File: src/rtl/fft_output_reorder.sv
// rtl/fft_output_reorder.sv - unloads the FFT result RAM in bit-reversed order as a natural-order sample stream
// Optional feature macro: FFT_OUT_DENORM_EN (saturating scale-up stage and sat_count_o).
module fft_output_reorder #(
    parameter int FFT_MAX_LENGTH_LOG2 = 12,
    parameter int DATA_WIDTH          = 16
) (
    input  logic                           clk_i,
    input  logic                           reset_n_i,
    input  logic                           start_i,
    input  logic [3:0]                     length_log2_i,
    input  logic [7:0]                     scale_factor_i,
    output logic                           busy_o,
    output logic                           done_o,
    output logic                           error_o,
    output logic                           mem_rd_en_o,
    output logic [FFT_MAX_LENGTH_LOG2-1:0] mem_rd_addr_o,
    input  logic [2*DATA_WIDTH-1:0]        mem_rd_data_i,
    output logic                           out_valid_o,
    input  logic                           out_ready_i,
    output logic [DATA_WIDTH-1:0]          out_real_o,
    output logic [DATA_WIDTH-1:0]          out_imag_o,
    output logic [FFT_MAX_LENGTH_LOG2-1:0] out_index_o,
    output logic                           out_last_o,
    output logic [7:0]                     sat_count_o
);

    localparam int AW = FFT_MAX_LENGTH_LOG2;
    localparam int DW = DATA_WIDTH;
    localparam logic [3:0] LEN_MAX = 4'(AW);

    typedef enum logic [1:0] {
        S_IDLE  = 2'd0,
        S_RUN   = 2'd1,
        S_DRAIN = 2'd2
    } state_t;

    state_t r_state;
    state_t w_state_nxt;

    logic [3:0]      r_len;
    logic [AW-1:0]   r_last_k;
    logic [AW-1:0]   r_k;
    logic [AW-1:0]   r_out_k;
    logic            r_done;
    logic            r_error;
    logic            r_rd_pend;

    logic [2*DW-1:0] r_buf [2];
    logic            r_wr_ptr;
    logic            r_rd_ptr;
    logic [1:0]      r_count;

    logic            w_len_ok;
    logic            w_start_ok;
    logic            w_start_bad;
    logic            w_rd_en;
    logic            w_pop;
    logic            w_push;
    logic            w_fifo_pop;
    logic            w_fifo_empty;
    logic            w_in_valid;
    logic [2*DW-1:0] w_in_data;
    logic [2*DW-1:0] w_head;
    logic [1:0]      w_inflight;
    logic [2:0]      w_outstanding;
    logic [AW-1:0]   w_rev;

    assign w_len_ok    = (length_log2_i != 4'd0) && (length_log2_i <= LEN_MAX);
    assign w_start_ok  = (r_state == S_IDLE) && start_i && w_len_ok;
    assign w_start_bad = (r_state == S_IDLE) && start_i && !w_len_ok;

    // Samples owed downstream; counting this cycle's transfer as gone keeps 1 sample/clk.
    assign w_outstanding = {1'b0, r_count} + {1'b0, w_inflight};
    assign w_rd_en       = (r_state == S_RUN) &&
                           ((w_outstanding - {2'b00, w_pop}) < 3'd2);

    always_comb begin
        w_rev = '0;
        for (int i = 0; i < AW; i++) begin
            w_rev[i] = r_k[AW-1-i];
        end
    end

    assign mem_rd_en_o   = w_rd_en;
    assign mem_rd_addr_o = w_rd_en ? (w_rev >> (LEN_MAX - r_len)) : '0;

`ifdef FFT_OUT_DENORM_EN
    localparam logic signed [2*DW-1:0] W_MAX = {{(DW+1){1'b0}}, {(DW-1){1'b1}}};
    localparam logic signed [2*DW-1:0] W_MIN = {{(DW+1){1'b1}}, {(DW-1){1'b0}}};

    logic [7:0]      r_scale;
    logic            r_s_valid;
    logic [2*DW-1:0] r_s_data;
    logic [7:0]      r_sat_count;
    logic [DW:0]     w_re_sat;
    logic [DW:0]     w_im_sat;
    logic [8:0]      w_sat_sum;

    // Returns {clamped, value}; the 2*DW-bit product cannot overflow for shifts up to DW.
    function automatic logic [DW:0] sat_shift(input logic [DW-1:0] x, input logic [7:0] sc);
        logic signed [2*DW-1:0] ext;
        logic signed [2*DW-1:0] shifted;
        int                     sh;
        sh      = (int'(sc) > DW) ? DW : int'(sc);
        ext     = signed'({{DW{x[DW-1]}}, x});
        shifted = ext <<< sh;
        if (shifted > W_MAX) begin
            return {1'b1, W_MAX[DW-1:0]};
        end
        if (shifted < W_MIN) begin
            return {1'b1, W_MIN[DW-1:0]};
        end
        return {1'b0, shifted[DW-1:0]};
    endfunction

    assign w_re_sat  = sat_shift(mem_rd_data_i[2*DW-1:DW], r_scale);
    assign w_im_sat  = sat_shift(mem_rd_data_i[DW-1:0], r_scale);
    assign w_sat_sum = {1'b0, r_sat_count} + 9'(w_re_sat[DW]) + 9'(w_im_sat[DW]);

    always_ff @(posedge clk_i or negedge reset_n_i) begin
        if (!reset_n_i) begin
            r_scale     <= '0;
            r_s_valid   <= 1'b0;
            r_s_data    <= '0;
            r_sat_count <= '0;
        end else begin
            r_s_valid <= r_rd_pend;
            if (w_start_ok) begin
                r_scale     <= scale_factor_i;
                r_sat_count <= '0;
            end else if (r_rd_pend) begin
                r_sat_count <= w_sat_sum[8] ? 8'hFF : w_sat_sum[7:0];
            end
            if (r_rd_pend) begin
                r_s_data <= {w_re_sat[DW-1:0], w_im_sat[DW-1:0]};
            end
        end
    end

    assign w_in_valid  = r_s_valid;
    assign w_in_data   = r_s_data;
    assign w_inflight  = {1'b0, r_rd_pend} + {1'b0, r_s_valid};
    assign sat_count_o = r_sat_count;
`else
    logic w_unused_scale;

    assign w_unused_scale = ^scale_factor_i;
    assign w_in_valid     = r_rd_pend;
    assign w_in_data      = mem_rd_data_i;
    assign w_inflight     = {1'b0, r_rd_pend};
    assign sat_count_o    = '0;
`endif

    // Fall-through buffer: an empty buffer presents arriving data directly.
    assign w_fifo_empty = (r_count == 2'd0);
    assign w_head       = w_fifo_empty ? w_in_data : r_buf[r_rd_ptr];
    assign out_valid_o  = !w_fifo_empty || w_in_valid;
    assign w_pop        = out_valid_o && out_ready_i;
    assign w_push       = w_in_valid && !(w_fifo_empty && out_ready_i);
    assign w_fifo_pop   = !w_fifo_empty && out_ready_i;

    assign out_real_o  = out_valid_o ? w_head[2*DW-1:DW] : '0;
    assign out_imag_o  = out_valid_o ? w_head[DW-1:0] : '0;
    assign out_index_o = out_valid_o ? r_out_k : '0;
    assign out_last_o  = out_valid_o && (r_out_k == r_last_k);

    assign busy_o  = (r_state != S_IDLE);
    assign done_o  = r_done;
    assign error_o = r_error;

    always_comb begin
        w_state_nxt = r_state;
        case (r_state)
            S_IDLE: begin
                if (w_start_ok) begin
                    w_state_nxt = S_RUN;
                end
            end
            S_RUN: begin
                if (w_rd_en && (r_k == r_last_k)) begin
                    w_state_nxt = S_DRAIN;
                end
            end
            S_DRAIN: begin
                if (w_pop && out_last_o) begin
                    w_state_nxt = S_IDLE;
                end
            end
            default: w_state_nxt = S_IDLE;
        endcase
    end

    always_ff @(posedge clk_i or negedge reset_n_i) begin
        if (!reset_n_i) begin
            r_state <= S_IDLE;
        end else begin
            r_state <= w_state_nxt;
        end
    end

    always_ff @(posedge clk_i or negedge reset_n_i) begin
        if (!reset_n_i) begin
            r_len     <= '0;
            r_last_k  <= '0;
            r_k       <= '0;
            r_out_k   <= '0;
            r_done    <= 1'b0;
            r_error   <= 1'b0;
            r_rd_pend <= 1'b0;
        end else begin
            r_done    <= (r_state == S_DRAIN) && w_pop && out_last_o;
            r_error   <= w_start_bad;
            r_rd_pend <= w_rd_en;
            if (w_start_ok) begin
                r_len    <= length_log2_i;
                r_last_k <= ~({AW{1'b1}} << length_log2_i);
                r_k      <= '0;
                r_out_k  <= '0;
            end else begin
                if (w_rd_en) begin
                    r_k <= r_k + 1'b1;
                end
                if (w_pop) begin
                    r_out_k <= r_out_k + 1'b1;
                end
            end
        end
    end

    always_ff @(posedge clk_i or negedge reset_n_i) begin
        if (!reset_n_i) begin
            for (int i = 0; i < 2; i++) begin
                r_buf[i] <= '0;
            end
            r_wr_ptr <= 1'b0;
            r_rd_ptr <= 1'b0;
            r_count  <= '0;
        end else begin
            if (w_push) begin
                r_buf[r_wr_ptr] <= w_in_data;
                r_wr_ptr        <= ~r_wr_ptr;
            end
            if (w_fifo_pop) begin
                r_rd_ptr <= ~r_rd_ptr;
            end
            r_count <= r_count + {1'b0, w_push} - {1'b0, w_fifo_pop};
        end
    end

endmodule
File: config.mk
export PLATFORM = sky130hd
export DESIGN_NAME = fft_output_reorder
export DESIGN_NICKNAME = d
export VERILOG_FILES = /design/src/rtl/fft_output_reorder.sv
export SDC_FILE = /design/constraint.sdc
export NUM_CORES = 1
export LEC_CHECK = 0
export BUFFER_PORTS_ARGS = -buffer_cell sky130_fd_sc_hd__buf_4
export CAP_MARGIN = 20
export CORE_MARGIN = 2
export CORE_UTILIZATION = 56
export DETAILED_ROUTE_END_ITERATION = 6
export HOLD_SLACK_MARGIN = 0.08
export PLACE_DENSITY_LB_ADDON = 0.2
export SYNTH_ARGS = -nofsm -noshare
export SYNTH_HDL_FRONTEND = slang
export SYNTH_SLANG_ARGS = --single-unit
File: constraint.sdc
create_clock -name clk_i -period 4.7 [get_ports clk_i]
set_clock_uncertainty 0.15 [all_clocks]
set_input_delay 0.94 -clock clk_i [delete_from_list [all_inputs] [get_ports clk_i]]
set_output_delay 0.94 -clock clk_i [all_outputs]
set_load 0.005 [all_outputs]
# After elaboration in Yosys (flattened, before gate mapping)
# Index checks and enable logic that the tools add are counted.
# classes
n_addsub	7
n_lt_le_gt_ge	5
n_eq_ne	7
shifts	2
n_mux	19
bitwise	5
reduce_logical	26
# ops
operator	n
$mux W32	5
$mux W12	6
$bwmux W64	1
$demux W32 S1	1
$mux W16	2
$add A12 B1 Y12 const B	2
$eq A12 B12 Y1	2
$logic_and A1 B1 Y1	15
$not A12 Y12	1
$shl A12 B4 Y12 const A	1
$shr A12 B4 Y12	1
$mux W2	3
$pmux W2 S3	1
$reduce_bool A2 Y1	3
$ge A2 B2 Y1 const B	2
$le A4 B4 Y1 const B	1
$logic_not A2 Y1	2
$ne A2 B2 Y1 const B	2
$not A1 Y2	2
$reduce_bool A4 Y1	1
$sub A4 B4 Y4 const A	1
$add A2 B1 Y3	1
$logic_not A1 Y1	3
$lt A3 B2 Y1 const B	1
10 further kinds	11
# word_totals
regBits	113
in_bits	48
out_inout_bits	70
wordCells	84

# Depth between registers and ports, before layout
# Gate-level depths: netlist (run 1).
# logic_depth
depth_word	10
depth_mapped	13
ltp_nobuf	10

# Least setup slack after synthesis (run 1)
# Ideal clock, no wire load.
# synth_path
path_type	input port to output port
start	input port out_ready_i
end	output port mem_rd_addr_o[10]
arrival_time_ns	2.787
t_required_ns	3.610
slack_ns	0.823
cell_stages	10
path_buffers	2
cell_sequence	buf_4 xor2_1 nand2_1 fa_1 and3b_1 clkbuf_1 nand2_1 inv_1 nand3_1 nor3_1
# synth_via
elab_chain_cells	5
# synth_lines
item	line	text
start, declared	19	input logic out_ready_i,
$logic_and A1 B1 Y1	158	assign w_pop = out_valid_o && out_ready_i;
$sub A3 B1 Y3	75	((w_outstanding - {2'b00, w_pop}) < 3'd2);
$lt A3 B2 Y1	75	
$logic_and A1 B1 Y1	74	assign w_rd_en = (r_state == S_RUN) &&
via mem_rd_en_o	15	output logic mem_rd_en_o,
$mux W12	85	assign mem_rd_addr_o = w_rd_en ? (w_rev >> (LEN_MAX - r_len)) : '0;
end, declared	16	output logic [FFT_MAX_LENGTH_LOG2-1:0] mem_rd_addr_o,
# The timed path passes the listed nets, and every way through them passes these cells.

# Worst setup path after layout (run 1)
# layout_path
start	register r_count[1]
end	output port mem_rd_addr_o[5]
# layout_via
elab_chain_cells	8
elab_cells_between_ends	9
cone_classes	2 x add/sub; 1 x order compare; 1 x mux; 5 x reduce/logical
# layout_lines
item	line	text
start, declared	51	logic [1:0] r_count;
start signal, assigned	246	r_count <= r_count + {1'b0, w_push} - {1'b0, w_fifo_pop};
$logic_not A2 Y1	155	assign w_fifo_empty = (r_count == 2'd0);
$logic_not A1 Y1	157	assign out_valid_o = !w_fifo_empty || w_in_valid;
$logic_or A1 B1 Y1	157	
$logic_and A1 B1 Y1	158	
$sub A3 B1 Y3 *	75	
$lt A3 B2 Y1 *	75	
$logic_and A1 B1 Y1 *	74	
$mux W12 *	85	
# Mark *: on every way between the ends. The rest lies on a longest branch, timed or not.

==> impl_results.md, run 1 <==
- Status: finished, final reports clean
- Slew margin rel.: 30.70%
- Total CTS buffers: 9
- Final setup viols: 0
- Power Density: roughly 650 nW/um^2
- Syn_area_per_cell: a little over 10 sq um
- Least-Margin Pin Slew: a little over 1000 ps
- Initial DRC count: around 310
- Post-synthesis sequential area ratio: between 40% and 50%
- Detailed Place HPWL: 9.367 mm
- # diodes: 0
- Die width: around 110 um
- Register area: approximately 2800 sq um
- RSZ-0062 raised after global routing: no
- Crit path max-delay cell type: dfrtp_1
- Yosys cell types: 48
- Synth Flop Type: dfrtp_1
- Post-Layout Cell Count: between 800 and 900
- Footprint of the multi-input gates: 3247 sq um
- R2R setup slack: around 1600 ps
- Setup crit end kind: output port
- Routability Congestion: around 0.86
- H-Tree Depth: 3
- CTS tree: done
- Synthesized area: approximately 6300 sq um
- Antenna Violating Nets Remaining: 0
- Wire per inst: between 15 and 20 um
- Number of top-level pins: 118
- Routed vias/inst: about 5.9
- Fin crit share: 92.71%
- Drc violations: 0
- Synth Instances: around 610
- YS warnings: 0
- F_max: about 230 MHz
- Fraction of registers with async set/reset: 100.0%
- Placed insts: 805
- Endpoints failing hold: 0
- Worst R2R Path Depth: 9
- Global-route wire length before repair: ~22 mm
- Total power draw: between 4000 and 5000 uW
- Die H: 110.1 um
- Vias in the first global route: about 4600
- Post-place instance area: 7049 sq um
- Worst R2R End: r_k[11]
- Pre-antenna DRT Iters: 4
- Max cap viols: 0
- Largest net degree at the start of global routing: 84
- Synth-to-layout area growth: 16.53%
- GRT Resource Usage Total: about a quarter
- Startpoint types: flop
- Hold Crit Class: in -> async
- EDFF count, synth: 0
- # resized after CTS: 0
- Fill cells: between 800 and 900
- Postcts setup bufs: 0
- Crit path top cell by count: nand2_1
- I/O Buffers: about 100
- Clock Tree Root: clkbuf_16
- Worst endpoint data arrival time: 3270 ps
- P_leak: 0.003182 uW
- Grt ovf: 0
- Clock Path Buffers: 2
- Wirelength, routed: 13.89 mm
- Skew-Pair Late Insertion Delay: between 300 and 400 ps
- Initial antenna violation count: 0
- Layout cells sized above 1: roughly a quarter
- Initial core utilization: approximately 58%
- Site Rows: 38
- Crit-path max FO: 7
- Critical Path Sink: mem_rd_addr_o[5]
- CP Cell Sequence: nor3_4 -> inv_2 -> nand2_1 -> nor2_1 -> fa_1 -> and3b_1 -> nand2_1 -> inv_1 -> nand2_1 -> a211oi_1 -> buf_4
- Worst reg2reg startpoint: r_count[1]
- Vias: a little under 5000
- Worst VDD drop: a little over 0.3 mV
- Clk sinks: between 100 and 150
- Final Net Count: roughly 730
- FF+latch count, synth: 112
- Core area: between 10000 and 15000 sq um
- Max-slew violations: 0
- TNS Setup: 0 ps
- Die area: around 12000 sq um
- CP peak stage delay: between 500 and 600 ps
- Final hold slack: 267.2 ps
- Clock-pin slew on the worst setup and hold paths: around 70 ps
- Crit path required time: about 3600 ps
- Min cycle time layout: 4357 ps
- CTS Hold Bufs: 0
- Crit. Startpoint: r_count[1]
- Post-route cell area: approximately 7300 sq um
- Critical path class: reg -> out
-- state kept, by name, indices dropped and copies added, names as in the netlist --
register,flops
r_len,3
r_last_k,12
done_o,1
r_rd_pend,1
error_o,1
r_count,2
r_state,2
r_buf,64
r_k,12
r_wr_ptr,1
r_out_k,12
r_rd_ptr,1
-- synthesized netlist by cell type (all sizes together) (16+ instances only) --
cell type  number  share of area (%)
a21oi          18                1.4
buf            34                3.0
mux2i          40                6.4
mux2           64                 11
o21ai          52                4.1
dfrtp         112                 44
clkbuf         23                1.4
nor2           26                1.5
nand4          16                1.6
nand2          33                2.0
xnor2          35                5.0
nand3          50                4.0
-- worst min path at each step --
stage                          from         to  slack [ps]
after floorplan            r_buf[2]   r_buf[2]         310
after detailed placement  r_buf[23]  r_buf[23]         330
after global placement    r_buf[23]  r_buf[23]         320
after CTS                 r_buf[23]  r_buf[23]         350
final                     reset_n_i  r_buf[25]         270
after global routing      reset_n_i  r_buf[25]         270
-- cell type report --
type	count	share of cell area (%)
repair buffers	107	11.21
multi-input cells	438	44.19
inverters	9	0.4598
clock inverters	5	0.4768
clock buffers	10	3.116
flip-flops and latches	112	38.16
well taps	140	2.384
-- stage by stage --
stage	util (%)	setup WS (ps)
3_3_place_gp	64.46	579.5
2_1_floorplan	-	823.1
5_1_grt	67.19	53.61
6_report	67.19	342.7
3_5_place_dp	64.46	515.9
4_1_cts	66.88	279.1
-- critical path, delay by kind of cell, from the launching register on --
kind | cells | cell delay (ps)
and+or+nand+nor | 6 | 1180
DFF | 1 | 530
adders and majority gates | 1 | 520
buffers and inverters | 3 | 450
AOI/OAI and AO/OA | 1 | 240
-- cells by family (layout without fill, tap and decap cells) --
| logic type | Yosys count | count (layout) | share of synthesized area (%) |
|---|---|---|---|
| flip-flops | 112 | 112 | 44.45 |
| AO/OA/AOI/OAI | 88 | 88 | 7.759 |
| multiplexers | 111 | 111 | 20.28 |
| other | 1 | 8 | 0.05948 |
| adder cells (fa/ha/maj) | 6 | 6 | 1.310 |
| XOR/XNOR | 45 | 45 | 6.370 |
| buffers and inverters | 66 | 131 | 4.882 |
| AND/OR/NAND/NOR | 180 | 180 | 14.88 |
-- power breakdown --
group | leakage [uW] | switching [uW] | internal, uW
Combinational | 0.00168 | 1080 | 1210
Clock | 0.000128 | 340 | 357
Sequential | 0.00137 | 440 | 1370
Total | 0.00318 | 1860 | 2930
-- cells in the final DEF, fill, tap and decap left out, types with 3 or more instances in the layout --
cell type  instances
mux4_2             7
nor4_1             7
and4_1             3
xnor2_1           34
buf_4            106
o31ai_1            4
nor2_1            24
nand3_1           49
mux2i_1           40
nand4_1           16
mux2_1            32
nand2_1           33
ha_1               5
conb_1             8
or4_1              3
a211oi_1           3
o21ai_0           51
a31oi_1            5
and2_1            15
inv_1              7
mux2_2            32
dfrtp_1          111
clkbuf_16          9
a21oi_1           18
nor3_1             4
nand2b_1           3
or3_1             10
xor2_1            10
-- routing by layer --
layer	GRT usage (%)	part of all wire, %	vias to the layer above
li1	-	-	2279
met1	31.33	43	2409
met2	39.18	50	146
met3	2.704	5.5	26
met4	9.107	2.0	0
met5	0	0	-
No activity file was read; power rests on OpenSTA's default activity.
==> run 2: changes to the inputs <==
--- a/config.mk
+++ b/config.mk
@@ -5,11 +5,13 @@
 export SDC_FILE = /design/constraint.sdc
 export NUM_CORES = 1
 export LEC_CHECK = 0
+export ABC_AREA = 1
 export BUFFER_PORTS_ARGS = -buffer_cell sky130_fd_sc_hd__buf_4
 export CAP_MARGIN = 20
 export CORE_MARGIN = 2
-export CORE_UTILIZATION = 56
+export CORE_UTILIZATION = 57
 export DETAILED_ROUTE_END_ITERATION = 6
+export GPL_TIMING_DRIVEN = 0
 export HOLD_SLACK_MARGIN = 0.08
 export PLACE_DENSITY_LB_ADDON = 0.2
 export SYNTH_ARGS = -nofsm -noshare
==> run 2 against run 1 <==
Net effect:
- global-route usage is 4.0 points higher
- clock power up 8.0%
- worst setup slack got worse by 20 ps
- clock-buffer cell count is the same
- non-clock buffer count increased by 47
- critical path depth is 7 higher
- flip-flop and latch count unchanged
- total power increased by 15%
- synthesized cell count is 44% higher
- area after synthesis rose by 5.5%
- combinational power up 34%
- critical path type unchanged
- critical endpoint is now mem_rd_addr_o[0]
- largest power group unchanged
==> impl_results.md, run 2 <==
- Status: finished, final reports clean
- Grt ovf: 0 (unchanged)
- Drc violations: 0 (unchanged)
- Vias: 6286 (+29%)
- Global-route wire length before repair: 28.01 mm (+27%)
- Initial antenna violation count: 0 (unchanged)
- Crit-path max FO: 10 (+3)
- Most frequent cell after synthesis: nand2_1
- Synthesized area: 6649 sq um (+5.5%)
- Initial core utilization: 58.23% (+0.57 points)
- Total CTS buffers: 9 (unchanged)
- Commonest non-fill, non-tap cells in the layout: nand2_1, buf_4, dfrtp_1, inv_1, o21ai_0
- # diodes: 0 (unchanged)
- Yosys cell types: 40 (-17%)
- Pre-antenna DRT Iters: 6 (+2)
- Critical path class: reg -> out
- Post-place instance area: 7640 sq um (+8.4%)
- Syn_area_per_cell: 7.573 sq um (-27%)
- Largest Register: r_buf
- Met1 Use GR: 41.53% (+10 points)
- Final setup viols: 0 (unchanged)
- Largest register FFs: 64 (unchanged)
- Core area: 11420 sq um (+4.4%)
- Worst R2R Path Depth: 16 (+7)
- Min cycle time layout: 4377 ps (+19.51 ps)
- Post-synth top cells: nand2_1, dfrtp_1, inv_1
- RSZ-0062 raised after global routing: no
- CP top delay family: simple AND/OR/NAND/NOR gates
- Antenna Violating Nets Remaining: 0 (unchanged)
- Slew margin rel.: 56.94% (+26 points)
- Initial DRC count: 518 (+65%)
- P_leak: 0.004036 uW (+27%)
- Wire per inst: 14.75 um (-13%)
- CP Cell Sequence: inv_1 -> nand2_2 -> buf_4 -> nor2_4 -> inv_1 -> nand2_1 -> nor2_1 -> o21ai_0 -> fa_1 -> xor2_1 -> nor2_4 -> inv_1 -> nor2_1 -> nand2_1 -> nand2_1 -> nand2_1 -> inv_1 -> buf_4
- R2R setup slack: 1620 ps (about the same)
- TNS Setup: 0 ps (unchanged)
- Number of top-level pins: 118 (unchanged)
- Synth Instances: 878 (+44%)
- F_max: 228.5 MHz (-0.45%)
- Crit path buf inv count: 6 (+3)
- Worst VDD drop: 0.4175 mV (+36%)
- Clock Tree Root: clkbuf_16
- Power Density: 696.6 nW/um^2 (+6.8%)
- YS warnings: 0 (unchanged)
- Endpoints failing hold: 0 (unchanged)
- Synth top area cells: dfrtp_1, nand2_1, o21ai_0, inv_1, nor2_1
- CTS tree: done
- Critical path depth in cells: 18 (+7)
- Die width: 112.0 um (+1.7%)
- GRT busiest layer: met2
- Post-route cell area: 7929 sq um (+7.9%)
- Skew-Pair Late Insertion Delay: 350 ps (about the same)
- EDFF count, synth: 0 (unchanged)
- Leading cell type in the layout, fill and taps excluded: nand2_1
- Clock-pin slew on the worst setup and hold paths: 80 ps (about the same)
- Detailed Place HPWL: 12.44 mm (+33%)
- # resized after CTS: 0 (unchanged)
- Fill cells: 981 (+17%)
- Routing usage on met3: 2.885% (+0.18 points)
- Clk sinks: 112 (unchanged)
- Worst endpoint data arrival time: 3290 ps (+20 ps)
- Final Net Count: 1052 (+44%)
- Vias in the first global route: 5703 (+23%)
- Crit path required time: 3610 ps (about the same)
- Crit path max-delay cell type: fa_1
- GRT Resource Usage Total: 27.46% (+4.0 points)
- Die H: 112.0 um (+1.7%)
- CTS Hold Bufs: 0 (unchanged)
- Post-synthesis sequential area ratio: 42.15% (-2.3 points)
- Hold Path Depth: 2
- Die area: 12550 sq um (+3.5%)
- Least-Margin Pin Slew: 645.9 ps (-393.6 ps)
- Synth Flop Type: dfrtp_1
- Synth-to-layout area growth: 19.25%
- CP peak stage delay: 410 ps (-120 ps)
- Synth area leader: dfrtp_1
- Clock Path Buffers: 2 (unchanged)
- Hold Crit Class: reg -> reg
- Startpoint types: flop
- H-Tree Depth: 3 (unchanged)
- Grt met2 use: 41.54% (+2.4 points)
- Largest net degree at the start of global routing: 66 (-21%)
- Fraction of registers with async set/reset: 100.0% (unchanged)
- Setup crit end kind: output port
- Routability Congestion: 0.9237 (+8.0%)
- Layout cells sized above 1: 20.44% (-4.7 points)
- Post-synth top area share: 42.15% (-2.3 points)
- Wirelength, routed: 16.91 mm (+22%)
- Postcts setup bufs: 0 (unchanged)
- Max cap viols: 0 (unchanged)
- Max-slew violations: 0 (unchanged)
- I/O Buffers: 101 (unchanged)
- Fin crit share: 93.12% (+0.42 points)
- Site Rows: 39 (+2.6%)
- FF+latch count, synth: 112 (unchanged)
- Routed vias/inst: 5.485 (-7.3%)
run 2: report_power, final:
part	switching (uW)	leakage [uW]	internal (uW)
Clock	377	0.000143	376
Sequential	333	0.00142	1370
Combinational	1780	0.00248	1290
Total	2490	0.00404	3030
run 2: logic make-up (layout without fill, tap and decap cells):
| family | Yosys count | after routing | share of synthesized area [%] |
|---|---|---|---|
| buffers and inverters | 158 | 276 | 10.46 |
| xor gates and xnor gates | 21 | 21 | 2.992 |
| DFF | 112 | 112 | 42.15 |
| AOI/OAI and AO/OA | 175 | 175 | 16.45 |
| other | 1 | 8 | 0.05640 |
| muxes | 2 | 2 | 0.3011 |
| adders and majority gates | 6 | 6 | 1.242 |
| and+or+nand+nor | 403 | 403 | 26.35 |
run 2: metal layers:
metal | share of wire [%] | wire length [um]
met1 | 46 | 7783
met2 | 45 | 7541
met3 | 7.3 | 1228
met4 | 2.1 | 354
met5 | 0 | 0
run 2: tightest hold or removal path: stages, from the launching register on:
cell     delay [ps]
dfrtp_1         340
nand2_1          70
o21ai_2          50
run 2: area by class of cell:
| type | instances | area, sq um | area share (%) |
|---|---|---|---|
| tap | 143 | 178.9 | 2.257 |
| inverter | 106 | 397.9 | 5.018 |
| clock inverter | 6 | 60.06 | 0.7575 |
| sequential | 112 | 2803 | 35.35 |
| multi-input combinational | 615 | 3177 | 40.07 |
| clock buffer | 10 | 229.0 | 2.888 |
| buffer | 52 | 297.8 | 3.756 |
| timing repair buffer | 102 | 785.8 | 9.910 |
run 2: path summary, 6_finish.rpt:
check	to	from
worst max-delay path	mem_rd_addr_o[0]	r_count[0]
worst min-delay path	r_buf[33]	r_buf[33]
worst max register to register	r_k[5]	r_count[0]
worst min register to register	r_buf[33]	r_buf[33]
max in group asynchronous	r_k[0]	reset_n_i
min in group asynchronous	r_k[8]	reset_n_i
run 2: through the flow:
| step | setup slack, ps | utilization, % | power (uW) | instances | hold slack [ps] |
|---|---|---|---|---|---|
| 4_1_cts | 320.2 | 69.44 | 5525 | 1146 | 332.1 |
| 3_3_place_gp | 599.4 | 66.67 | 4684 | 1129 | 310.6 |
| 6_report | 323.2 | 69.44 | 5524 | 1146 | 335.7 |
| 5_1_grt | 32.52 | 69.44 | 6003 | 1146 | 352.9 |
| 3_5_place_dp | 594.4 | 66.91 | 4753 | 1130 | 313.3 |
| 2_1_floorplan | 1144 | - | 3637 | 885 | 299.6 |
